[src/rtl/uart_pkg.sv]
// rtl/uart_pkg.sv - shared UART receive types and constants
package uart_pkg;

    typedef enum logic [1:0] {
        RUN      = 2'd0,
        ERR_WAIT = 2'd1,
        CLEAR    = 2'd2
    } rx_ctrl_state_t;

    localparam int UART_OVERSAMPLE = 16;
    localparam int UART_PAYLOAD_W  = 8;

endpackage

[src/rtl/uart_rx_ctrl_if.sv]
// rtl/uart_rx_ctrl_if.sv - byte read port (valid/ready) of the RX controller
interface uart_rx_ctrl_if;
    import uart_pkg::*;

    logic [UART_PAYLOAD_W-1:0] rd_data;
    logic                      rd_valid;
    logic                      rd_ready;

    modport master (output rd_data, output rd_valid, input rd_ready);
    modport slave  (input rd_data, input rd_valid, output rd_ready);

endinterface

[src/rtl/uart_sync_fifo.sv]
// rtl/uart_sync_fifo.sv - first-word-fall-through synchronous FIFO
module uart_sync_fifo #(
    parameter int WIDTH = 8,
    parameter int DEPTH = 4
) (
    input  logic             clk,
    input  logic             RST,
    input  logic             push,
    input  logic [WIDTH-1:0] push_data,
    input  logic             pop,
    output logic [WIDTH-1:0] pop_data,
    output logic             full,
    output logic             empty
);

    localparam int AW = $clog2(DEPTH);

    logic [WIDTH-1:0] mem [DEPTH];
    logic [AW-1:0]    wr_ptr;
    logic [AW-1:0]    rd_ptr;
    logic [AW:0]      count;
    logic             do_pop;
    logic             do_push;

    assign empty   = (count == '0);
    assign full    = (count == (AW+1)'(DEPTH));
    assign do_pop  = pop && !empty;
    // A pop frees the slot the same cycle, so a full FIFO still accepts a push
    assign do_push = push && (!full || do_pop);

    always_ff @(posedge clk) begin
        if (RST) begin
            wr_ptr <= '0;
            rd_ptr <= '0;
            count  <= '0;
        end else begin
            if (do_push) wr_ptr <= wr_ptr + 1'b1;
            if (do_pop)  rd_ptr <= rd_ptr + 1'b1;
            count <= count + {{AW{1'b0}}, do_push} - {{AW{1'b0}}, do_pop};
        end
    end

    always_ff @(posedge clk) begin
        if (do_push) mem[wr_ptr] <= push_data;
    end

    assign pop_data = empty ? '0 : mem[rd_ptr];

endmodule

[src/rtl/uart_rx_ctrl.sv]
// rtl/uart_rx_ctrl.sv - UART RX tick generation, byte capture and frame-error recovery
module uart_rx_ctrl
    import uart_pkg::*;
#(
    parameter int DIV_W      = 16,
    parameter int FIFO_DEPTH = 4,
    parameter int ERR_CNT_W  = 8,
    parameter int IDLE_BITS  = 10
) (
    input  logic                      clk,
    input  logic                      RST,
    input  logic                      en,
    input  logic [DIV_W-1:0]          baud_div,
    input  logic                      rx_line,
    input  logic [UART_PAYLOAD_W-1:0] smp_data_rx,
    input  logic                      smp_data_valid,
    input  logic                      smp_frame_err,
    output logic                      smp_tick,
    output logic                      baud_tick,
    output logic                      smp_err_clr,
    uart_rx_ctrl_if.master            rd,
    output logic                      overrun,
    output logic [ERR_CNT_W-1:0]      err_cnt,
    input  logic                      clr_stats
);

    localparam int PH_W   = $clog2(UART_OVERSAMPLE);
    localparam int IDLE_W = $clog2(IDLE_BITS + 1);

    logic [DIV_W-1:0]  div_cnt;
    logic [PH_W-1:0]   phase_cnt;
    logic              smp_tick_q;
    logic              baud_tick_q;
    logic              div_hit;
    logic [1:0]        rx_meta;
    logic              rx_sync;
    logic              smp_valid_d;
    logic              frame_err_d;
    logic              push;
    logic              pop;
    logic              fifo_full;
    logic              fifo_empty;
    logic              err_rise;
    logic [IDLE_W-1:0] idle_cnt;
    rx_ctrl_state_t    state;
    rx_ctrl_state_t    next_state;

    // Live compare: a shrinking baud_div below div_cnt lets the counter run to its wrap
    assign div_hit = (div_cnt == baud_div);

    always_ff @(posedge clk) begin
        if (RST || !en) begin
            div_cnt     <= '0;
            phase_cnt   <= '0;
            smp_tick_q  <= 1'b0;
            baud_tick_q <= 1'b0;
        end else begin
            smp_tick_q  <= div_hit;
            baud_tick_q <= div_hit && (phase_cnt == PH_W'(UART_OVERSAMPLE - 1));
            if (div_hit) begin
                div_cnt   <= '0;
                phase_cnt <= phase_cnt + 1'b1;
            end else begin
                div_cnt <= div_cnt + 1'b1;
            end
        end
    end

    assign smp_tick  = smp_tick_q && en;
    assign baud_tick = baud_tick_q && en;

    always_ff @(posedge clk) begin
        if (RST) begin
            rx_meta     <= 2'b11;
            smp_valid_d <= 1'b0;
            frame_err_d <= 1'b0;
        end else begin
            rx_meta     <= {rx_meta[0], rx_line};
            smp_valid_d <= smp_data_valid;
            frame_err_d <= smp_frame_err;
        end
    end

    assign rx_sync  = rx_meta[1];
    assign push     = en && smp_data_valid && !smp_valid_d;
    assign pop      = rd.rd_valid && rd.rd_ready;
    assign err_rise = smp_frame_err && !frame_err_d;

    uart_sync_fifo #(
        .WIDTH (UART_PAYLOAD_W),
        .DEPTH (FIFO_DEPTH)
    ) u_fifo (
        .clk       (clk),
        .RST       (RST),
        .push      (push),
        .push_data (smp_data_rx),
        .pop       (pop),
        .pop_data  (rd.rd_data),
        .full      (fifo_full),
        .empty     (fifo_empty)
    );

    assign rd.rd_valid = !fifo_empty;

    always_ff @(posedge clk) begin
        if (RST || clr_stats) begin
            overrun <= 1'b0;
        end else if (push && fifo_full && !pop) begin
            overrun <= 1'b1;
        end
    end

    always_ff @(posedge clk) begin
        if (RST) state <= RUN;
        else     state <= next_state;
    end

    always_comb begin
        next_state = state;
        case (state)
            RUN:      if (err_rise) next_state = ERR_WAIT;
            ERR_WAIT: if (en && idle_cnt == IDLE_W'(IDLE_BITS)) next_state = CLEAR;
            CLEAR:    if (baud_tick) next_state = RUN;
            default:  next_state = RUN;
        endcase
    end

    always_comb begin
        smp_err_clr = 1'b0;
        if (state == CLEAR) smp_err_clr = 1'b1;
    end

    always_ff @(posedge clk) begin
        if (RST) begin
            idle_cnt <= '0;
        end else if (state == RUN && err_rise) begin
            idle_cnt <= '0;
        end else if (state == ERR_WAIT && baud_tick) begin
            idle_cnt <= rx_sync ? idle_cnt + 1'b1 : '0;
        end
    end

    always_ff @(posedge clk) begin
        if (RST || clr_stats) begin
            err_cnt <= '0;
        end else if (state == RUN && err_rise && err_cnt != '1) begin
            err_cnt <= err_cnt + 1'b1;
        end
    end

endmodule
[src/flat_wrapper.sv]
// flat-port wrapper written by rule: the top's interface ports become plain ports
module uart_rx_ctrl_flat import uart_pkg::*;
#(
    parameter int DIV_W      = 16,
    parameter int FIFO_DEPTH = 4,
    parameter int ERR_CNT_W  = 8,
    parameter int IDLE_BITS  = 10
)
  (clk, RST, en, baud_div, rx_line, smp_data_rx, smp_data_valid, smp_frame_err, smp_tick, baud_tick, smp_err_clr, overrun, err_cnt, clr_stats, rd_rd_data, rd_rd_valid, rd_rd_ready);
  uart_rx_ctrl_if rd_i ();
  input  logic clk;
  input  logic RST;
  input  logic en;
  input  logic [DIV_W-1:0] baud_div;
  input  logic rx_line;
  input  logic [UART_PAYLOAD_W-1:0] smp_data_rx;
  input  logic smp_data_valid;
  input  logic smp_frame_err;
  output logic smp_tick;
  output logic baud_tick;
  output logic smp_err_clr;
  output logic overrun;
  output logic [ERR_CNT_W-1:0] err_cnt;
  input  logic clr_stats;
  output wire logic [$bits(rd_i.rd_data)-1:0] rd_rd_data;
  output wire logic [$bits(rd_i.rd_valid)-1:0] rd_rd_valid;
  input wire logic [$bits(rd_i.rd_ready)-1:0] rd_rd_ready;
  assign rd_rd_data = rd_i.rd_data;
  assign rd_rd_valid = rd_i.rd_valid;
  assign rd_i.rd_ready = rd_rd_ready;
  uart_rx_ctrl #(.DIV_W(DIV_W), .FIFO_DEPTH(FIFO_DEPTH), .ERR_CNT_W(ERR_CNT_W), .IDLE_BITS(IDLE_BITS)) u_core (.clk(clk), .RST(RST), .en(en), .baud_div(baud_div), .rx_line(rx_line), .smp_data_rx(smp_data_rx), .smp_data_valid(smp_data_valid), .smp_frame_err(smp_frame_err), .smp_tick(smp_tick), .baud_tick(baud_tick), .smp_err_clr(smp_err_clr), .rd(rd_i), .overrun(overrun), .err_cnt(err_cnt), .clr_stats(clr_stats));
endmodule
[config.mk]
export PLATFORM = sky130hd
export DESIGN_NAME = uart_rx_ctrl_flat
export DESIGN_NICKNAME = d
export VERILOG_FILES = /design/src/rtl/uart_pkg.sv /design/src/rtl/uart_rx_ctrl_if.sv /design/src/rtl/uart_sync_fifo.sv /design/src/rtl/uart_rx_ctrl.sv /design/src/flat_wrapper.sv
export SDC_FILE = /design/constraint.sdc
export NUM_CORES = 1
export LEC_CHECK = 0
export CORE_MARGIN = 2
export CORE_UTILIZATION = 33
export CTS_BUF_LIST = sky130_fd_sc_hd__clkbuf_8
export CTS_CLUSTER_SIZE = 30
export DETAILED_ROUTE_END_ITERATION = 10
export PLACE_DENSITY_LB_ADDON = 0.25
export SLEW_MARGIN = 10
export SYNTH_ARGS = -nofsm -noshare
export SYNTH_HDL_FRONTEND = slang
export SYNTH_SLANG_ARGS = --single-unit
export TNS_END_PERCENT = 5
[constraint.sdc]
create_clock -name clk -period 8 [get_ports clk]
set_clock_uncertainty 0.2 [all_clocks]
set_input_delay 1.2 -clock clk [delete_from_list [all_inputs] [get_ports clk]]
set_output_delay 1.2 -clock clk [all_outputs]
set_load 0.01 [all_outputs]
==> impl_metrics.toml, run 1 <==
[setup_path]
crit_buf_inv = 3
path_cells = "clkdlybuf4s50_1 > nand2_1 > inv_1 > clkdlybuf4s50_1"
r2r_slack_ns = 5.21
endpoint_kind = "output pin"
critPathMaxStageDelay_ns = 0.58
rr_worst_depth = 10
regToRegStartpoint = "u_core.u_fifo.count[2]"
setup.worst_path.start_class = "input port"
worst_path_max_delay_cell = "clkdlybuf4s50_1"
worstPathMaxFanout = 6
crit_required_ns = 6.60
crit_cells = 4
r2r-end = "u_core.u_fifo.count[2]"
critPathKind = "input port to output pin"
arrival_ns = 2.52
cp_common_cell = "clkdlybuf4s50_1"
path_delay_family = "buffers and inverters"

[floorplanning]
dieHeight_um = 108
dieArea_mm2 = 0.0117
core_area_mm2 = 0.0107
num_rows = 38
io_pins = 53
initial_core_util_pct = 33.5
die_w_um = 108

[timing]
fmaxAchievable_mhz = 255
fin_tns_setup_ns = 0
fin_crit_sh_pct = 49.0
max_slew.worst_pin.slew_ns = 0.680
slew_headroom_pct = 54.6
rsz0062_at_grt = "no"
setup_ws_ns = 4.08
setup_violations = 0
hold_viol = 0
drv_slew = 0
fin_crit_ns = 3.92

[clock_tree]
cts-resized-gates = 0
cts_tree = "done"
h-tree-depth = 3
clk_latency_ns = 0.34
cts_buffers = 9
numClockSinks = 82
clkSlewWorstSetupHoldPaths_ns = 0.08
clockRootBuffer = "clkbuf_8"
postCtsSetupBuffers = 0
ctsLongestPathBuffers = 2
hold_buffers = 0

[cells_and_area]
area_growth_pct = 23.3
layout_commonest_cell = "clkdlybuf4s50_1"
nNetsFinal = 406
drive_gt1_share_pct = 9.54
layout_common_cells = "clkdlybuf4s50_1 (52), dfxtp_1 (50), nor2_1 (43)"
stdcell_area_mm2 = 0.00441
num_antenna_cells = 0
final_cell_count_no_fill = 507

[yosys]
synth_cell_type_count = 42
post-synth-top-area-cell = "dfxtp_1"
syn_inst = 307
syn_area_mm2 = 0.00358
synth-seq-cells = 82
yosysWarnings = 0
synth_seq_area_share_pct = 54.8
async_flop_share_pct = 0
synthTopCellsByArea = "dfxtp_1 (28%), edfxtp_1 (27%), xnor2_1 (7.6%)"
avgSynthCellArea_um2 = 11.7
synth_flop_cell = "dfxtp_1"
synth_nets = 351
synth_edf_count = 32
yosysTopAreaCellShare_pct = 28.0

[route]
avgRoutedWirePerCell_um = 12.6
dr.pass1.iters = 4
wirelength_um = 6390
detail-route-antenna-nets = 0
drc = 0
dr_total_vias = 2266
viasPerCell = 4.47
drt-initial-drc-count = 24

[power]
power.share.switching_pct = 26.9
p_clk_share_pct = 30.9
p_sw_uw = 270
comb_power_share_pct = 21.5
intPower_uw = 733
ir_worst_vdd_v = 0.000106
seq_power_share_pct = 47.6
power_density_mw_per_mm2 = 227
p_leak_uw = 0.00151

[placed_design]
place_congestion = 0.760
place_hpwl_um = 4540
dp_worst_setup_slack_ns = 3.77
place.port_buffers = 52
dp_cells = 491
dpl_cell_area_mm2 = 0.00421

[min_path]
hp-start = "u_core.rx_meta[0]"
holdCritPathClass = "flip-flop to flip-flop"
hold_depth = 1
hold-path-endpoint = "u_core.rx_meta[1]"

[grt]
grt_pass1_vias = 2190
grt_pass1_wl_um = 10500
antenna_found_initial = 0
grt_usage_pct = 11.7
globalRouteOverflowTotal = 0
grt_max_degree = 19

[outcome]
status = "complete, no violations"

[run]
drv_cap = 0
==> state kept, by name, indices dropped and copies added, names as in the netlist, 3 cells and up, named ones only <==
name and cells:
u_core.u_fifo.mem 32, u_core.div_cnt 16, u_core.err_cnt 8, u_core.idle_cnt 4, u_core.phase_cnt 4, u_core.u_fifo.count 3
==> cell usage after synthesis, types with 3 or more instances <==
cell,instances
nor2b_1,8
a21oi_1,7
and3_1,3
nor3_1,5
nand4_1,6
xnor2_1,31
and4_1,3
dfxtp_1,50
ha_1,11
and2_1,14
nor2_1,43
clkbuf_1,4
xor2_1,11
nand3_1,11
or2_2,4
nand2b_1,4
mux2i_1,4
nand2_1,12
edfxtp_1,32
mux4_2,8
inv_1,11
==> power by group through the flow <==
| stage | sequential, uW | clock (uW) | combinational (uW) |
|---|---|---|---|
| 4_1_cts | 479 | 318 | 220 |
| 2_1_floorplan | 473 | 0 | 142 |
| 5_1_grt | 483 | 335 | 239 |
| 6_report | 478 | 309 | 216 |
| 3_3_place_gp | 489 | 0 | 215 |
| 3_5_place_dp | 489 | 0 | 220 |
==> how the worst max path moves through the flow <==
stage	startpoint	to	slack (ns)
after floorplan	rd_rd_ready	u_core.u_fifo.count[2]	4.63
after global placement	en	u_core.u_fifo.count[2]	3.87
after detailed placement	en	u_core.u_fifo.count[2]	3.77
after CTS	en	baud_tick	4.06
after global routing	en	u_core.u_fifo.count[2]	3.91
final	en	baud_tick	4.08
==> cell families (layout without fill, tap and decap cells) <==
group	count (synthesis)	count (layout)	synth area share (%)
multiplexers	12	12	6.15
flip-flops	82	82	54.8
AO/OA/AOI/OAI	14	14	2.45
adder cells (fa/ha/maj)	12	12	4.41
AND/OR/NAND/NOR	125	125	18.5
XOR/XNOR	43	43	10.7
buffers and inverters	19	79	2.90
==> metrics by stage <==
step	util, %	hold slack (ns)	power (uW)
after floorplan	-	0.189	614
after global placement	39.4	0.195	703
after detailed placement	39.4	0.200	709
after CTS	41.3	0.222	1020
after global routing	41.3	0.238	1060
final	41.3	0.222	1000
==> per-layer routing <==
metal | vias up | routed length, um | GRT usage (%)
li1 | 1161 | - | -
met3 | 8 | 223 | 2.65
met2 | 35 | 2980 | 18.4
met1 | 1062 | 3080 | 15.5
met5 | - | 0 | 0
met4 | 0 | 99 | 5.22
==> layout make-up <==
| type | count | area [um2] |
|---|---|---|
| clock inverters | 7 | 77.6 |
| inverters | 11 | 41.3 |
| well taps | 140 | 175 |
| multi-input cells | 206 | 1510 |
| clock buffers | 9 | 124 |
| repair buffers | 52 | 520 |
| flip-flops and latches | 82 | 1960 |
| fillers | 1021 | 6280 |
Power figures use the tool's default switching activity.
==> run 2, diff against run 1 <==
==> constraint.sdc (replaced) <==
create_clock -name clk -period 3.4 [get_ports clk]
set_clock_uncertainty 0.2 [all_clocks]
set_input_delay 0.51 -clock clk [delete_from_list [all_inputs] [get_ports clk]]
set_output_delay 0.51 -clock clk [all_outputs]
set_load 0.01 [all_outputs]
==> run 2 against run 1 <==
Against the previous run:
- power is 150% higher
- clock power grew to 2.7 times the previous value
- critical path depth shrank 1
- non-clock buffer count grew 4
- sequential power is 130% higher
- die area unchanged
- worst hold slack improved by 0.0051 ns
- combinational power increased by 140%
- final area grew 1.6%
- worst setup slack worse by 3.6 ns
- sequential share of layout area is 0.71 points lower
- routed wire length rose by 0.11%
- highest routed layer unchanged
==> impl_metrics.toml, run 2 (synthesis results as in run 1) <==
[clock_tree]
cts_tree = "done"
ctsLongestPathBuffers = 2
cts-resized-gates = 0
hold_buffers = 0
cts_buffers = 9
clk_latency_ns = 0.35
numClockSinks = 82
clkSlewWorstSetupHoldPaths_ns = 0.08
clockRootBuffer = "clkbuf_8"
postCtsSetupBuffers = 0
h-tree-depth = 3

[cells_and_area]
drive_gt1_share_pct = 10.5
fin_util_pct = 41.9
area_growth_pct = 25.3
top_register = "u_core.u_fifo.mem"
multi_input_area_mm2 = 0.00151
num_antenna_cells = 0
nNetsFinal = 410
layout_commonest_cell = "clkdlybuf4s50_1"
layout_common_cells = "clkdlybuf4s50_1 (52), dfxtp_1 (50), nor2_1 (43)"
fillers = 1035
reg.largest.list = "u_core.u_fifo.mem (32), u_core.div_cnt (16), u_core.err_cnt (8)"
seqCellArea_mm2 = 0.00196
largest_register_ffs = 32

[route]
drt-initial-drc-count = 47
met1_length_um = 3040
avgRoutedWirePerCell_um = 12.5
dr_total_vias = 2296
detail-route-antenna-nets = 0
wirelength_um = 6400
viasPerCell = 4.49
drc = 0
wl_met3_um = 230
dr.pass1.iters = 4
top_layer_used = "met4"
wl_met2_um = 3000

[setup_path]
regToRegStartpoint = "u_core.u_fifo.count[2]"
crit_buf_inv = 1
path_cells = "mux4_2 > and2_1 > clkdlybuf4s50_1"
critPathMaxStageDelay_ns = 0.68
setup.worst_path.start_class = "flip-flop"
worstPathMaxFanout = 8
crit_required_ns = 2.69
endpoint_kind = "output pin"
critPathKind = "flip-flop to output pin"
worst_path_max_delay_cell = "dfxtp_1"
path_delay_family = "flip-flops"
arrival_ns = 2.24

[timing]
fin_tns_setup_ns = 0
hold_viol = 0
fin_crit_ns = 2.95
drv_slew = 0
fmaxAchievable_mhz = 339
slew_headroom_pct = 63.0
fin_crit_sh_pct = 86.9
rsz0062_at_grt = "no"
max_slew.worst_pin.slew_ns = 0.554
setup_violations = 0

[grt]
grt_pass1_vias = 2244
globalRouteOverflowTotal = 0
grt_pass1_wl_um = 10700
antenna_found_initial = 0
grt_usage_pct = 11.9
grt_max_degree = 18

[placed_design]
place_hpwl_um = 4580
place.port_buffers = 52
place_congestion = 0.770

[floorplanning]
die_w_um = 108
dieHeight_um = 108
dieArea_mm2 = 0.0117
initial_core_util_pct = 33.5
num_rows = 38
core_area_mm2 = 0.0107
io_pins = 53

[run]
drv_cap = 0

[power]
ir_worst_vdd_v = 0.000242
power_density_mw_per_mm2 = 553
p_leak_uw = 0.00155

[min_path]
holdCritPathClass = "flip-flop to flip-flop"
hp-start = "u_core.rx_meta[0]"

[outcome]
status = "complete, no violations"
## run 2: worst paths after layout
kind,endpoint,slack [ns],depth (start not counted)
worst max-delay path,rd_rd_data[3],0.45,3
worst min-delay path,u_core.rx_meta[1],0.23,1
worst max register to register,u_core.u_fifo.count[2],0.72,9
worst min register to register,u_core.rx_meta[1],0.23,1
## run 2: worst register-to-register path, delay by kind of cell (launching register included)
family / cells / cell delay [ns]
and+or+nand+nor: 3 / 0.81
xor gates and xnor gates: 2 / 0.31
adders and majority gates: 3 / 0.89
DFF: 1 / 0.33
buffers and inverters: 1 / 0.04
## run 2: final cells by class
cell class	count	area share (%)
multi-input cells	206	33.7
clock inverters	7	2.65
flip-flops and latches	82	43.7
well taps	140	3.91
inverters	11	0.921
clock buffers	9	2.76
repair buffers	56	12.3
## run 2: per-stage QoR
step,setup WS (ns),power [uW],cell area (um2),instances,hold WS (ns)
6_report,0.446,2480,4480,511,0.227
5_1_grt,0.305,2630,4480,511,0.236
4_1_cts,0.365,2530,4480,511,0.229
3_5_place_dp,0.298,1670,4240,495,0.202
3_3_place_gp,0.329,1660,4240,495,0.199
2_1_floorplan,0.716,1450,3580,307,0.189
## run 2: where the power goes
part,switching [uW],internal (uW)
clock,361,488
sequential,56.0,1070
combinational,194,315
## run 2: routing by layer
layer / track usage, % / vias to the layer above
met5: 0 / -
met4: 6.04 / 0
met3: 2.71 / 10
met2: 18.8 / 37
met1: 15.4 / 1083
li1: - / 1166
